===== src/rtl/calc_key_sequencer.sv =====
// calc_key_sequencer: debounced single-strobe operation sequencer for the hex calculator
module calc_key_sequencer #(
    parameter int DEBOUNCE_CYCLES = 200000,
    parameter int CNT_W           = 18
) (
    input  logic       clk,
    input  logic       rst,
    input  logic       btn_raw,
    input  logic       clr,
    input  logic [7:0] sw_num1,
    input  logic [7:0] sw_num2,
    input  logic [2:0] sw_func,
    output logic [7:0] num1,
    output logic [7:0] num2,
    output logic [2:0] func,
    output logic       calc_button,
    output logic       calc_rst,
    output logic       chain,
    output logic       err,
    output logic       busy,
    output logic [7:0] op_count
);
    localparam logic [2:0] IDLE       = 3'd0;
    localparam logic [2:0] PRESS_DB   = 3'd1;
    localparam logic [2:0] CHECK      = 3'd2;
    localparam logic [2:0] ISSUE      = 3'd3;
    localparam logic [2:0] RELEASE_DB = 3'd4;
    localparam logic [CNT_W-1:0] CNT_MAX = CNT_W'(DEBOUNCE_CYCLES - 1);

    logic [2:0]       state;
    logic [CNT_W-1:0] cnt;
    logic             btn_m, btn_s, clr_q;
    logic             clr_rise, illegal, cnt_done;

    assign clr_rise = clr & ~clr_q;
    assign cnt_done = cnt == CNT_MAX;
    assign illegal  = (sw_func == 3'd6) || (sw_func == 3'd7) ||
                      (((sw_func == 3'd3) || (sw_func == 3'd4)) && (sw_num2 == 8'd0));
    assign busy     = state != IDLE;

    // two-flop button synchronizer and clr edge history
    always_ff @(posedge clk or posedge rst) begin
        if (rst) begin
            btn_m <= 1'b0;
            btn_s <= 1'b0;
            clr_q <= 1'b0;
        end else begin
            btn_m <= btn_raw;
            btn_s <= btn_m;
            clr_q <= clr;
        end
    end

    // press/release debounce FSM, operand latch, strobe and status flags
    always_ff @(posedge clk or posedge rst) begin
        if (rst) begin
            state       <= IDLE;
            cnt         <= '0;
            num1        <= 8'd0;
            num2        <= 8'd0;
            func        <= 3'd0;
            calc_button <= 1'b0;
            calc_rst    <= 1'b0;
            chain       <= 1'b0;
            err         <= 1'b0;
            op_count    <= 8'd0;
        end else begin
            calc_button <= 1'b0;
            calc_rst    <= clr_rise;
            if (clr_rise) begin
                state    <= RELEASE_DB;
                cnt      <= '0;
                chain    <= 1'b0;
                err      <= 1'b0;
                op_count <= 8'd0;
            end else begin
                case (state)
                    IDLE: if (btn_s) begin
                        state <= PRESS_DB;
                        cnt   <= '0;
                    end
                    PRESS_DB: begin
                        if (!btn_s)
                            state <= IDLE;
                        else if (cnt_done)
                            state <= CHECK;
                        else
                            cnt <= cnt + CNT_W'(1);
                    end
                    CHECK: begin
                        num1 <= sw_num1;
                        num2 <= sw_num2;
                        func <= sw_func;
                        if (illegal) begin
                            err   <= 1'b1;
                            state <= RELEASE_DB;
                            cnt   <= '0;
                        end else begin
                            calc_button <= 1'b1;
                            state       <= ISSUE;
                        end
                    end
                    ISSUE: begin
                        op_count <= op_count + 8'(op_count != 8'hff);
                        chain    <= 1'b1;
                        err      <= 1'b0;
                        state    <= RELEASE_DB;
                        cnt      <= '0;
                    end
                    RELEASE_DB: begin
                        if (btn_s)
                            cnt <= '0;
                        else if (cnt_done)
                            state <= IDLE;
                        else
                            cnt <= cnt + CNT_W'(1);
                    end
                    default: state <= IDLE;
                endcase
            end
        end
    end
endmodule


===== config.mk =====
export PLATFORM = sky130hd
export DESIGN_NAME = calc_key_sequencer
export DESIGN_NICKNAME = d
export VERILOG_FILES = /design/src/rtl/calc_key_sequencer.sv
export SDC_FILE = /design/constraint.sdc
export NUM_CORES = 1
export LEC_CHECK = 0
export BUFFER_PORTS_ARGS = -buffer_cell sky130_fd_sc_hd__buf_4
export CAP_MARGIN = 40
export CORE_MARGIN = 2
export CORE_UTILIZATION = 49
export DETAILED_ROUTE_END_ITERATION = 10
export PLACE_DENSITY = 0.74
export SYNTH_ARGS = -nofsm -noshare
export SYNTH_HDL_FRONTEND = slang
export SYNTH_SLANG_ARGS = --single-unit

===== constraint.sdc =====
create_clock -name clk -period 1.9 [get_ports clk]
set_clock_uncertainty 0.05 [all_clocks]
set_input_delay 0.38 -clock clk [delete_from_list [all_inputs] [get_ports clk]]
set_output_delay 0.38 -clock clk [all_outputs]
set_load 0.03 [all_outputs]

==> results of run 1 <==
==> per-stage QoR <==
| stage | worst slack, ps | total power, mW | instance area, um^2 | hold WS [ps] |
|---|---|---|---|---|
| after CTS | -18.3 | 2.42 | 3600 | 54.4 |
| after global routing | -69.3 | 2.51 | 3660 | 86.2 |
| after floorplan | -61.8 | 1.38 | 2720 | 281 |
| after global placement | -156 | 1.51 | 3460 | 284 |
| final | 13.5 | 2.41 | 3660 | 50.6 |
| after detailed placement | -201 | 1.52 | 3460 | 300 |
==> cells in the final DEF (no fill, tap or decap), drive strengths merged, types with 2 or more instances in the layout <==
cell,n
buf,100
dfrtp,55
o21ai,21
mux2,19
nand2,16
nor2,15
nand3,13
a21oi,11
a31oi,10
nand4,9
inv,6
clkbuf,6
nor2b,4
or3,4
xor2,3
or2,3
and4bb,3
mux2i,3
o31ai,3
nor4,3
and4,3
nor3,3
ha,3
o21a,2
a211oi,2
a41oi,2
a2bb2oi,2
bufinv,2
nor3b,2
and3,2
==> critical path, stage by stage, from the launching register on <==
cell and delay [ps]:
dfrtp_1 410, ha_4 170, nand4_4 70, or2_4 250, or2_4 230, or3_1 310, a222oi_1 290
==> per-layer routing <==
layer	vias to the layer above	global-route usage, %	wire (um)
li1	1117	-	-
met1	1090	26.0	2720
met2	59	35.2	2930
met3	5	5.70	341
met4	0	4.56	39
met5	-	0	0
==> state kept, by name, indices dropped and copies added, names as in the netlist <==
name	flops
cnt	18
num1	8
num2	8
op_count	8
func	3
state	3
btn_m	1
btn_s	1
calc_button	1
calc_rst	1
chain	1
clr_q	1
err	1
==> cell families after synthesis <==
group | after synthesis | synth area share (%)
AOI/OAI and AO/OA | 61 | 14.1
buffers and inverters | 20 | 3.73
adders and majority gates | 3 | 1.40
xor gates and xnor gates | 4 | 1.31
DFF | 55 | 51.3
and+or+nand+nor | 87 | 19.0
muxes | 22 | 9.10
==> final cells by class <==
type	instances	area [um^2]	share of cell area, %
clock buffers	6	72.6	1.98
clock inverters	2	60.1	1.64
inverters	6	22.5	0.615
multi-input cells	177	1270	34.7
flip-flops and latches	55	1390	37.8
well taps	70	87.6	2.39
repair buffers	100	763	20.8
==> power by group through the flow <==
stage | Combinational, mW | Sequential [mW] | Clock (mW)
after floorplan | 0.110 | 1.27 | 0
after global placement | 0.256 | 1.25 | 0
after detailed placement | 0.260 | 1.26 | 0
after CTS | 0.267 | 1.23 | 0.916
after global routing | 0.310 | 1.24 | 0.961
final | 0.276 | 1.23 | 0.904
==> what timing repair did <==
action / in CTS / in global routing
pin swaps: 3 / 6
setup endpoints to repair: 1 / 10
gates resized for setup: 0 / 9
setup buffers: 1 / 3
hold buffers: 0 / 0
==> worst max path at each step <==
stage / startpoint / endpoint / slack [ps]
global placement: sw_num2[1] / cnt[14] / -160
detailed placement: sw_num2[1] / cnt[5] / -200
global route: cnt[13] / state[1] / -70
CTS: cnt[0] / state[1] / -20
finish: cnt[1] / state[1] / 10
floorplan: cnt[0] / state[1] / -60
==> results by group, run 1 <==
Critical path
  • CP Class: flip-flop to flip-flop
  • Crit-path max FO: 2
  • Crit path launch type: flip-flop
  • FF-to-FF setup slack: about 13 ps
  • Reg2Reg Depth: 6
  • Req. time, crit path: roughly 2000 ps
  • CP arrival: 2030 ps
  • Reg2reg start: cnt[1]
  • Reg-to-Reg End: state[1]
  • Worst Setup End Kind: flip-flop

Floorplan
  • Die span in x: between 70 and 80 um
  • Starting Density: about half
  • Die Area: around 6100 um^2
  • Die Height: 78.0 um
  • Top-level I/O count: 55
  • Core region area: around 5200 um^2
  • Row count: 26

Run
  • Max-cap check violation count: 0

Power
  • Power per cell area: between 600 and 700 nW/um^2
  • VDD IR max: 0.640 mV
  • Flop pwr share: 51.1%
  • NetSw: between 0.5 and 0.6 mW
  • P_leak: about 1.8 nW
  • Comb power frac: approximately 11%
  • Internal: 1.88 mW
  • Switch share: ~22%
  • Clk network pwr share: between 30% and 40%

Final layout
  • N_diodes: 0
  • Final core utilization: 70.4%
  • Cell Count, Final, Fillers Out: ~420
  • Fillcell total: 404
  • Share of layout cells above drive strength 1: 44.8%
  • Area Overhead vs Synth: 36.7%
  • Nets@finish: ~370

Synth
  • Most common cell in the netlist: dfrtp_1
  • Syn avg cell area: around 11 um^2
  • Sequential share of the synthesized area: 51.3%
  • Synth Register Bits: 55
  • Synth area leader: dfrtp_1
  • Top cell type's share of synthesized area: about half
  • Ys async rst share: 100%
  • Main synth FF type: dfrtp_1
  • Synth unique cells: 54
  • Syn Nets: 278
  • Top cells by count, synth: 55 x dfrtp_1, 21 x o21ai_0, 19 x mux2_2
  • Yosys Warn Count: 0
  • Post-synth EDFFs: 0
  • Post-Synthesis Cell Area: approximately 2700 um^2
  • Synth top area cells: dfrtp_1 51%, mux2_2 8.0%, o21ai_0 3.9%
  • Mapped Cells: between 200 and 300

Clock network
  • CTS H-Tree Depth: 2
  • Clock Latency Late Sink: around 300 ps
  • Longest Clk Path Bufs: 2
  • CTS Root Cell: clkbuf_8
  • CTS tree: built
  • Clock sink count: 55
  • TritonCTS buffer count: 5
  • Clk slew on worst S/H paths: 90 ps

Timing
  • Final worst path period share: 99.3%
  • Final Hold Viols: 0
  • Measured slew at the worst slew-check pin: between 500 and 600 ps
  • Max-slew headroom: 66.6%
  • RSZ-0062 raised after global routing: true
  • Post-layout min period: roughly 1900 ps
  • Setup violations, final: 0
  • Fmax achieved: roughly 530 MHz
  • Sum of negative setup slack: 0 ps
  • Fin. max-slew vios: 0

Placement
  • Final HPWL DP: 4.45 mm
  • Routability cong.: between 0.8 and 0.9
  • # placed instances: 404
  • PortBufs: 54

GRT
  • Vias in the first global route: approximately 2300
  • First-pass GRT wire length: roughly 10 mm
  • Antenna violations before repair: 0
  • Congestion Overflow GR: 0
  • Largest net degree at the start of global routing: 28
  • All-Layer GR Usage: between 20% and 30%

Min path
  • Hold Crit Class: primary input to async pin

Route
  • Total Wirelength: 6.04 mm
  • Iter 0 DRT Violations: between 100 and 150
  • TritonRoute pass-1 iters: 4
  • WL/cell: about 15 um
  • Remaining DRCs: 0
  • Vias post-DR: approximately 2300
  • Drt via density: 5.46
  • Routed Antenna Nets: 0

Run status
  • Outcome: complete, no violations
Power figures use the tool's default switching activity.
==> run 2: changes to the inputs <==
--- a/config.mk
+++ b/config.mk
@@ -10,7 +10,8 @@
 export CORE_MARGIN = 2
 export CORE_UTILIZATION = 49
 export DETAILED_ROUTE_END_ITERATION = 10
-export PLACE_DENSITY = 0.74
+export PLACE_DENSITY = 0.73
+export REMOVE_ABC_BUFFERS = 1
 export SYNTH_ARGS = -nofsm -noshare
 export SYNTH_HDL_FRONTEND = slang
 export SYNTH_SLANG_ARGS = --single-unit
==> run 2 against run 1 <==
Effect of this change: register-to-register slack is essentially flat; largest cell class unchanged; non-clock buffer count grew 7; clock power shrank 25%.
==> results by group, run 2 (synthesis gave the netlist of run 1 again) <==
Clock network
  • CTS Root Cell: clkbuf_8
  • CTS Hold Buffers Added: 0 (unchanged)
  • CTS H-Tree Depth: 2 (unchanged)
  • TritonCTS buffer count: 5 (unchanged)
  • Clk slew on worst S/H paths: 90 ps (about the same)
  • Clock sink count: 55 (unchanged)
  • Longest Clk Path Bufs: 2 (unchanged)
  • CTS tree: built
  • Clock Latency Late Sink: 310 ps (about the same)

GRT
  • Congestion Overflow GR: 0 (unchanged)
  • All-Layer GR Usage: 21.2% (+0.62 points)
  • Antenna violations before repair: 0 (unchanged)
  • Vias in the first global route: 2283 (+0.18%)
  • First-pass GRT wire length: 10.3 mm (+1.6%)
  • Largest net degree at the start of global routing: 23 (-18%)

Timing
  • RSZ-0062 raised after global routing: true
  • Post-layout min period: 1900 ps (+11.2 ps)
  • Sum of negative setup slack: 0 ps (unchanged)
  • Fin. max-slew vios: 0 (unchanged)
  • Final worst path period share: 99.9% (+0.59 points)
  • Fmax achieved: 527 MHz (-0.59%)
  • Measured slew at the worst slew-check pin: 476 ps (-24.4 ps)
  • Setup violations, final: 0 (unchanged)
  • Final Hold Viols: 0 (unchanged)
  • Max-slew headroom: 68.2% (+1.6 points)

Route
  • TritonRoute pass-1 iters: 4 (unchanged)
  • Remaining DRCs: 0 (unchanged)
  • Routed Antenna Nets: 0 (unchanged)
  • Vias post-DR: 2342 (+3.1%)
  • Total Wirelength: 6.24 mm (+3.4%)
  • Drt via density: 5.54 (+1.4%)
  • WL/cell: 14.8 um (+1.7%)
  • Iter 0 DRT Violations: 88 (-25%)

Power
  • Clk network pwr share: 31.1% (-6.4 points)
  • Comb power frac: 12.4% (+1.0 points)
  • P_leak: 1.78 nW (+1.0%)
  • Switch share: 24.8% (+2.5 points)
  • Flop pwr share: 56.5% (+5.4 points)
  • NetSw: 0.541 mW (+0.71%)
  • Final Total Pwr: 2.18 mW (-9.6%)
  • VDD IR max: 0.436 mV (-32%)
  • Internal: 1.64 mW (-13%)
  • Power per cell area: 593 nW/um^2 (-9.9%)

Placement
  • Final HPWL DP: 4.66 mm (+4.6%)
  • Routability cong.: 0.814 (-3.0%)
  • PortBufs: 54 (unchanged)

Run status
  • Outcome: complete, no violations

Floorplan
  • Die Height: 78.0 um (unchanged)
  • Top-level I/O count: 55 (unchanged)
  • Core region area: 5200 um^2 (unchanged)
  • Die Area: 6080 um^2 (unchanged)
  • Row count: 26 (unchanged)
  • Die span in x: 78.0 um (unchanged)
  • Starting Density: 51.5% (unchanged)

Critical path
  • Crit path launch type: flip-flop
  • CP Class: flip-flop to flip-flop
  • Req. time, crit path: 2050 ps (about the same)
  • CP arrival: 2050 ps (+20 ps)
  • Crit-path max FO: 2 (unchanged)
  • Worst Setup End Kind: flip-flop

Final layout
  • Top reg by flops: cnt
  • Most frequent cells in the layout: 106 x buf_4, 55 x dfrtp_1, 21 x o21ai_0
  • Commonest non-fill, non-tap cell in the layout: buf_4
  • Max FFs per register: 18 (unchanged)
  • Share of layout cells above drive strength 1: 44.5% (-0.32 points)
  • Area Overhead vs Synth: 37.1%
  • N_diodes: 0 (unchanged)
  • Nets@finish: 378 (+1.9%)

Run
  • Max-cap check violation count: 0 (unchanged)

Min path
  • Hold Crit Class: primary input to async pin
## run 2: worst paths after layout
check,startpoint,to,slack (ps),cells after the start
min in group clk,btn_raw,btn_m,130,1
max,cnt[0],state[1],2,6
max reg2reg,cnt[0],state[1],2,6
min reg2reg,btn_m,btn_s,310,0
min,rst,num1[0],30,2
max in group asynchronous,rst,cnt[3],1200,3
## run 2: stage by stage
stage	hold WS, ps	instances	setup slack, ps	instance area [um^2]	utilization, %
4_1_cts	33.1	418	-8.61	3580	68.7
5_1_grt	64.8	423	-129	3680	70.6
3_5_place_dp	291	409	-208	3470	66.6
2_1_floorplan	281	238	-955	2600	-
6_report	33.8	423	2.25	3680	70.6
3_3_place_gp	286	409	-190	3470	66.6
## run 2: worst max-delay path, cell delays in order (launching register included)
cell	delay, ps
dfrtp_1	400
ha_4	160
nand4_4	100
or2_4	250
or2_1	220
or3_1	310
a222oi_1	300
## run 2: area by class of cell
class | count | area, um^2
Clock inverter | 2 | 16.3
Fill cell | 397 | 1530
Sequential cell | 55 | 1380
Tap cell | 70 | 87.6
Multi-Input combinational cell | 177 | 1270
Clock buffer | 6 | 82.6
Timing Repair Buffer | 107 | 816
Inverter | 6 | 22.5
## run 2: timing repair
| item | in CTS | in global routing |
|---|---|---|
| buffers inserted | 1 | 5 |
| resized for setup | 1 | 12 |
| pin swaps | 4 | 6 |
| endpoints found under the setup margin | 3 | 13 |
## run 2: layer usage
metal / routed length (um) / GRT usage, % / share of wire (%) / up-vias
met5: 0 / 0 / 0 / -
met1: 2710 / 28.3 / 43 / 1140
met2: 3150 / 34.7 / 50 / 62
met3: 339 / 5.12 / 5.4 / 4
met4: 42 / 5.79 / 0.67 / 0
li1: - / - / - / 1136
## run 2: power groups by stage
stage	sequential, mW	clock [mW]	combinational, mW
after global placement	1.24	0	0.244
after floorplan	1.26	0	0.0979
after global routing	1.24	0.737	0.305
after detailed placement	1.24	0	0.249
final	1.23	0.679	0.270
after CTS	1.22	0.698	0.257
